### src/rtl/game_flow_controller.sv
// Game-flow FSM around the lava wall: best-progress score, boost and restart pulses, freeze.
// Buttons reach any_input_level in 3 clk; all else updates on game_tick (1 clk); no backpressure.
module game_flow_controller #(
    parameter int BOOST_STEP     = 100,
    parameter int MAX_BOOSTS     = 7,
    parameter int END_HOLD_TICKS = 180
) (
    input  logic        clk,
    input  logic        rst,
    input  logic        game_tick,
    input  logic [3:0]  btn,
    input  logic        hit_lava_wall,
    input  logic        hit_hazard,
    input  logic        goal_reached,
    input  logic [9:0]  player_x,
    output logic        any_input_level,
    output logic        freeze,
    output logic        speed_boost_pulse,
    output logic        restart_pulse,
    output logic [1:0]  game_state,
    output logic [15:0] score
);
    localparam int BCW_RAW = $clog2(MAX_BOOSTS + 1);
    localparam int BCW     = (BCW_RAW < 3) ? 3 : BCW_RAW;
    localparam int HCW_RAW = $clog2(END_HOLD_TICKS + 1);
    localparam int HCW     = (HCW_RAW < 1) ? 1 : HCW_RAW;

    localparam logic [16:0]    STEP17    = 17'(BOOST_STEP);
    localparam logic [BCW-1:0] BOOST_MAX = BCW'(MAX_BOOSTS);
    localparam logic [BCW-1:0] BOOST_ONE = BCW'(1);
    localparam logic [HCW-1:0] HOLD_MAX  = HCW'(END_HOLD_TICKS);
    localparam logic [HCW-1:0] HOLD_ONE  = HCW'(1);

    typedef enum logic [1:0] {
        ST_READY = 2'b00,
        ST_PLAY  = 2'b01,
        ST_WIN   = 2'b10,
        ST_OVER  = 2'b11
    } state_t;

    state_t state_q, state_d;

    logic [3:0]     btn_meta, btn_sync;
    logic [9:0]     best_x_q, best_x_d;
    logic [15:0]    score_q, score_d;
    logic [16:0]    next_boost_q, next_boost_d;
    logic [BCW-1:0] boost_cnt_q, boost_cnt_d;
    logic [HCW-1:0] hold_cnt_q, hold_cnt_d;
    logic           boost_q, boost_d;
    logic           restart_q, restart_d;
    logic           do_restart;
    logic [16:0]    score_sum;

    // Buttons are asynchronous: two flops, then a registered OR.
    always_ff @(posedge clk or negedge rst) begin
        if (!rst) begin
            btn_meta        <= '0;
            btn_sync        <= '0;
            any_input_level <= 1'b0;
        end else begin
            btn_meta        <= btn;
            btn_sync        <= btn_meta;
            any_input_level <= |btn_sync;
        end
    end

    always_ff @(posedge clk or negedge rst) begin
        if (!rst) begin
            state_q <= ST_READY;
        end else if (game_tick) begin
            state_q <= state_d;
        end
    end

    always_comb begin
        state_d = state_q;
        case (state_q)
            ST_READY: if (any_input_level) state_d = ST_PLAY;
            ST_PLAY: begin
                if (hit_lava_wall || hit_hazard) state_d = ST_OVER;
                else if (goal_reached)           state_d = ST_WIN;
            end
            default:  if (do_restart) state_d = ST_READY;
        endcase
    end

    always_comb begin
        freeze     = (state_q == ST_WIN) || (state_q == ST_OVER);
        game_state = state_q;
    end

    // Only evaluated when player_x > best_x, so the 10-bit difference is positive.
    assign score_sum = {1'b0, score_q} + {7'd0, player_x - best_x_q};

    always_comb begin
        best_x_d     = best_x_q;
        score_d      = score_q;
        next_boost_d = next_boost_q;
        boost_cnt_d  = boost_cnt_q;
        hold_cnt_d   = hold_cnt_q;
        boost_d      = 1'b0;
        restart_d    = 1'b0;
        do_restart   = 1'b0;
        case (state_q)
            ST_READY: begin
                if (any_input_level) best_x_d = player_x;
            end
            ST_PLAY: begin
                if (player_x > best_x_q) begin
                    score_d  = score_sum[16] ? 16'hFFFF : score_sum[15:0];
                    best_x_d = player_x;
                end
                // One threshold per tick; a big jump drains over consecutive ticks.
                if (({1'b0, score_d} >= next_boost_q) && (boost_cnt_q < BOOST_MAX)) begin
                    boost_d      = 1'b1;
                    boost_cnt_d  = boost_cnt_q + BOOST_ONE;
                    next_boost_d = next_boost_q + STEP17;
                end
            end
            default: begin
                if (hold_cnt_q >= HOLD_MAX) begin
                    if (any_input_level) begin
                        do_restart   = 1'b1;
                        restart_d    = 1'b1;
                        score_d      = '0;
                        best_x_d     = '0;
                        hold_cnt_d   = '0;
                        boost_cnt_d  = '0;
                        next_boost_d = STEP17;
                    end
                end else begin
                    hold_cnt_d = hold_cnt_q + HOLD_ONE;
                end
            end
        endcase
    end

    always_ff @(posedge clk or negedge rst) begin
        if (!rst) begin
            best_x_q     <= '0;
            score_q      <= '0;
            next_boost_q <= STEP17;
            boost_cnt_q  <= '0;
            hold_cnt_q   <= '0;
            boost_q      <= 1'b0;
            restart_q    <= 1'b0;
        end else if (game_tick) begin
            best_x_q     <= best_x_d;
            score_q      <= score_d;
            next_boost_q <= next_boost_d;
            boost_cnt_q  <= boost_cnt_d;
            hold_cnt_q   <= hold_cnt_d;
            boost_q      <= boost_d;
            restart_q    <= restart_d;
        end
    end

    assign speed_boost_pulse = boost_q;
    assign restart_pulse     = restart_q;
    assign score             = score_q;

endmodule

### config.mk
export PLATFORM = sky130hd
export DESIGN_NAME = game_flow_controller
export DESIGN_NICKNAME = d
export VERILOG_FILES = /design/src/rtl/game_flow_controller.sv
export SDC_FILE = /design/constraint.sdc
export NUM_CORES = 1
export LEC_CHECK = 0
export BUFFER_PORTS_ARGS = -buffer_cell sky130_fd_sc_hd__buf_2
export CORE_MARGIN = 2
export CORE_UTILIZATION = 51
export CTS_BUF_LIST = sky130_fd_sc_hd__clkbuf_8
export DETAILED_ROUTE_END_ITERATION = 6
export GPL_TIMING_DRIVEN = 0
export PLACE_DENSITY = 0.7
export RECOVER_POWER = 100
export SLEW_MARGIN = 40
export SYNTH_ARGS = -nofsm -noshare
export SYNTH_HDL_FRONTEND = slang
export SYNTH_SLANG_ARGS = --single-unit
### constraint.sdc
create_clock -name clk -period 5.35 [get_ports clk]
set_input_delay 1.07 -clock clk [delete_from_list [all_inputs] [get_ports clk]]
set_output_delay 1.07 -clock clk [all_outputs]
set_load 0.01 [all_outputs]
### Yosys cells after proc, flatten, opt, wreduce, memory -nomap -nowiden

Cells that the tools add are included.

* $add $sub $neg: 5
* magnitude comparators: 4
* eq/ne operators: 9
* muxes and demuxes: 31
* bitwise operators: 2
* reductions and logical operators: 15

Operator list (number)
* $mux W16: 5
* $mux W17: 3
* $mux W10: 4
* $pmux W17 S2: 1
* $pmux W16 S2: 1
* $pmux W10 S2: 1
* $add A16 B10 Y17: 1
* $add A17 B7 Y17 const B: 1
* $ge A16 B17 Y1: 1
* $mux W8: 2
* $gt A10 B10 Y1: 1
* $reduce_and A5 Y1: 2
* $sub A10 B10 Y10: 1
* $mux W3: 3
* $add A8 B1 Y8 const B: 1
* $ge A8 B8 Y1 const B: 1
* $mux W2: 4
* $ne A2 B2 Y1 const B: 4
* $reduce_and A4 Y1: 2
* $pmux W3 S2: 1
* $reduce_bool A3 Y1: 2
* $mux W1: 5
* $eq A2 B2 Y1 const B: 2
* $pmux W2 S2: 1
* 13 further kinds: 16

* bits in registers: 67
* input bits: 20
* output and inout port bits: 22
* word-level logic and storage cells: 77

### Depth between registers and ports, before layout

* word-level depth: 9
* gate-level depth with buffers: 24
* gate-level depth less buffers: 22

### Worst setup path after synthesis

No wires, ideal clock.

* kind: in2reg
* start: input port player_x[1]
* end: register boost_cnt_q[2]
* arrival: 5.434 ns
* required time: 5.214 ns
* slack: -0.220 ns
* stages: 22
* path through: ha_1 > nor2b_1 > o21ai_0 > a21boi_0 > o21ai_0 > nor2b_1 > xnor2_1 > ha_1 > or3_4 > o21bai_4 > a211o_1 > a21oi_4 > nor2_1 > mux2_4 > ha_1 > a211oi_1 > o21ai_0 > a21oi_1 > a21o_1 > clkbuf_1 > or3_1 > a21oi_1

* cells in the longest elaborated chain, start to end: 9

Ends and longest elaborated chain
* start, declared: line 15 `input logic [9:0] player_x,`
* $sub A10 B10 Y10: line 93 `assign score_sum = {1'b0, score_q} + {7'd0, player_x - best_x_q};`
* $add A16 B10 Y17: line 93
* $mux W16: line 110 `score_d = score_sum[16] ? 16'hFFFF : score_sum[15:0];`
* $mux W16 (*): line 109 `if (player_x > best_x_q) begin`
* $mux W16 (*): line 104 `case (state_q)`
* $ge A16 B17 Y1 (*): line 114 `if (({1'b0, score_d} >= next_boost_q) && (boost_cnt_q < BOOST_MAX)) begin`
* $logic_and A1 B1 Y1 (*): line 114
* $ne A2 B2 Y1 (no source line) (*)
* $reduce_and A5 Y1 (no source line) (*)
* end signal, assigned: line 151 `boost_cnt_q <= boost_cnt_d;`
* end, declared: line 47 `logic [BCW-1:0] boost_cnt_q, boost_cnt_d;`

Mark *: on every way between the ends. The rest lies on a longest branch, timed or not. The select of a mux whose other input is x is not followed.
A chain may end at the register's enable or synchronous reset.

### Worst setup path in the final report

Ends and elaborated chain as after synthesis.

==> flow_summary.ini <==
[pwr]
p_leak_nw = 2.52
ir_worst_vdd_mv = 0.384
p_per_area_nw_per_um2 = 695
power.total_w = 0.00393

[timing]
clock.fmax_mhz = 185
hold_violations = 0
slew_viol_final = 45
max-slew-margin-rel_pct = -58.9
finalSetupTns_ns = -0.323
worst_slew_pin_slew_ns = 2.38
fin_skew_ns = 0.00864
setup_ws_ns = -0.0630
final.period_utilization_pct = 101
finalSetupViolCount = 11
min_period_ns = 5.41
rsz0062_at_grt = true

[clocking]
cts_max_level = 3
cts-root-buf = clkbuf_8
numCtsBuffers = 9
clkLatencyLatePin_ns = 0.35
clockBufferDepth = 2
cts_hold_buffers = 0
cts.sink_count = 65
cts.clk_slew.worst_paths_ns = 0.09
cts_tree = built

[flow_run]
maxCapViolCount = 1

[finish]
n_antenna_cell = 0
drive_gt1_share_pct = 24.0
final_nets = 646
final_area_um2 = 5650
stdcell_count = 699
syn_to_final_growth_pct = 24.5

[yosys]
synth-edff-count = 0
synth_seq_area_share_pct = 35.9
yosys_warnings = 0
yosysTopAreaCell = dfrtp_1
synthesis.nets = 563
netlist_area_um2 = 4540
synth-main-ff-cell = dfrtp_1
netlist_instances = 503
ys_types = 66
async_reset_ff_share_pct = 100
synth.top_cell.area_share_pct = 34.2
synth-seq-cells = 65
postSynthAreaPerCell_um2 = 9.02
synthTopCellsByArea = dfrtp_1 34%, ha_1 10%, o21ai_0 4.4%

[routing]
wire_per_inst_um = 17.4
first_pass_iters = 5
viasPerCell = 5.94
post-route-drc-count = 0
dr.first_iter.drc_count = 258
drt_wl_total_mm = 12.2
final_antenna_net_count = 0
vias = 4155

[worst_setup_path]
cp.arrival_ns = 5.69
path_class = in -> reg
crit_fanout = 5
crit_required_ns = 5.63
start_kind = input pin
critPathCaptureType = flop

[floorplanning]
die_h_um = 98.3
core_um2 = 8680
die_area_um2 = 9660
start_util_pct = 52.3
rows = 34
die-width_um = 98.3
io_pins = 42

[placed_design]
dp_cells = 652
numPortBuffers = 40
hpwl_mm = 8.10
dpl_cell_area_um2 = 4930
gp_congestion = 0.895

[hold_path]
holdCritPathClass = reg -> reg

[global_routing]
grt_max_degree = 45
antenna_found_initial = 0
grt_pass1_vias = 3900
grt_usage_pct = 24.8
grt_pass1_wl_mm = 19.3
gr-total-overflow = 0

[run_status]
status = finished, violations left
violations = capacitance limit, slew limit, setup timing
-- cells in the mapped netlist, types with 8 or more instances --
| cell | instances |
|---|---|
| nand2_1 | 36 |
| dfrtp_1 | 62 |
| and3_1 | 10 |
| nor3_1 | 14 |
| or3_1 | 9 |
| inv_1 | 36 |
| nor2_1 | 34 |
| clkbuf_1 | 12 |
| nand2b_1 | 11 |
| o21ai_0 | 40 |
| xnor2_1 | 10 |
| a21o_1 | 8 |
| ha_1 | 38 |
| nand3_1 | 21 |
| a21oi_1 | 38 |
| mux2i_1 | 14 |
-- critical path, cell delays in order --
cell	delay [ns]
buf_8	0.10
ha_4	0.21
nor2b_4	0.12
o21ai_2	0.18
a21boi_2	0.10
o21ai_2	0.17
nor2b_4	0.22
xnor2_4	0.16
ha_4	0.25
o21a_1	0.22
o21a_4	0.25
buf_4	0.14
o2111a_1	0.18
o311a_1	0.33
nor2b_1	0.14
mux2_2	0.29
ha_2	0.31
nor2_1	0.03
nor2_1	0.15
nand3_2	0.17
a21o_1	0.24
clkbuf_8	0.16
or3_4	0.38
a21oi_2	0.12
-- routing by layer --
layer	up-vias	routed length [µm]	share of wire, %	GRT usage, %
met3	33	653	5.4	3.87
met4	0	300	2.5	8.11
met5	-	0	0	0
met1	1984	5190	43	32.0
li1	1978	-	-	-
met2	160	6050	50	42.6
-- where the power goes --
group,switching [W],internal (W),leakage (nW)
clock,0.000233,0.000220,0.100
sequential,0.000105,0.000599,0.796
combinational,0.00154,0.00123,1.62
-- layout make-up --
cell class / count / area [µm²]
multi-input cells: 385 / 3030
clock inverters: 7 / 77.6
clock buffers: 9 / 124
well taps: 108 / 135
fillers: 727 / 3030
inverters: 36 / 135
flip-flops and latches: 65 / 1630
plain buffers: 17 / 91.3
repair buffers: 72 / 427
-- kinds of logic after synthesis --
kind of cell | share of synthesized area, %
AOI/OAI and AO/OA | 21.7
xor gates and xnor gates | 3.28
adders and majority gates | 11.4
buffers and inverters | 4.72
DFF | 35.9
muxes | 4.17
and+or+nand+nor | 18.9
-- placed cells by master (no fill, tap or decap), types with 9 or more instances in the layout --
cell	count
dfrtp_1	62
nand2_1	36
inv_1	35
a21oi_1	34
o21ai_0	34
clkbuf_1	34
nor2_1	30
buf_4	30
ha_1	28
nand3_1	21
buf_2	19
mux2i_1	14
nor3_1	12
nand2b_1	11
and3_1	10
clkbuf_8	10
xnor2_1	9
-- path summary, 6_finish.rpt --
check	startpoint	endpoint	slack (ns)	cells after the start
hold / removal	btn_meta[3]$_DFF_PN0_	btn_sync[3]$_DFF_PN0_	0.35	0
max in group asynchronous	rst	score[2]$_DFFE_PN0P_	1.47	2
min in group asynchronous	rst	next_boost_q[15]$_DFFE_PN0P_	1.01	1
setup / recovery	player_x[1]	boost_cnt_q[2]$_DFFE_PN0P_	-0.06	24
setup reg to reg	best_x_q[1]$_DFFE_PN0P_	boost_cnt_q[2]$_DFFE_PN0P_	0.22	24
hold reg to reg	btn_meta[3]$_DFF_PN0_	btn_sync[3]$_DFF_PN0_	0.35	0
-- what timing repair did --
item | 4_1_cts | 5_1_grt
gates resized for setup | 33 | 39
endpoints found under the setup margin | 19 | 19
pin swaps | 36 | 30
cloned | 1 | 0
hold endpoints to repair | 0 | 0
setup buffers | 16 | 14
-- registers in the layout (all words and copies together) (netlist names), 2 cells and up --
register / count
best_x_q: 10
boost_cnt_q: 3
btn_meta: 4
btn_sync: 4
game_state: 2
hold_cnt_q: 8
next_boost_q: 15
score: 16
-- through the flow --
step                hold WS [ns]  utilization, %  worst slack, ns
floorplan                  0.331               -         -0.00895
finish                     0.354            65.1          -0.0630
global placement           0.332            56.5           -0.667
detailed placement         0.337            56.8           -0.733
CTS                        0.356            62.2          0.00379
global route               0.361            65.1           -0.229
No activity file was read; power rests on OpenSTA's default activity.
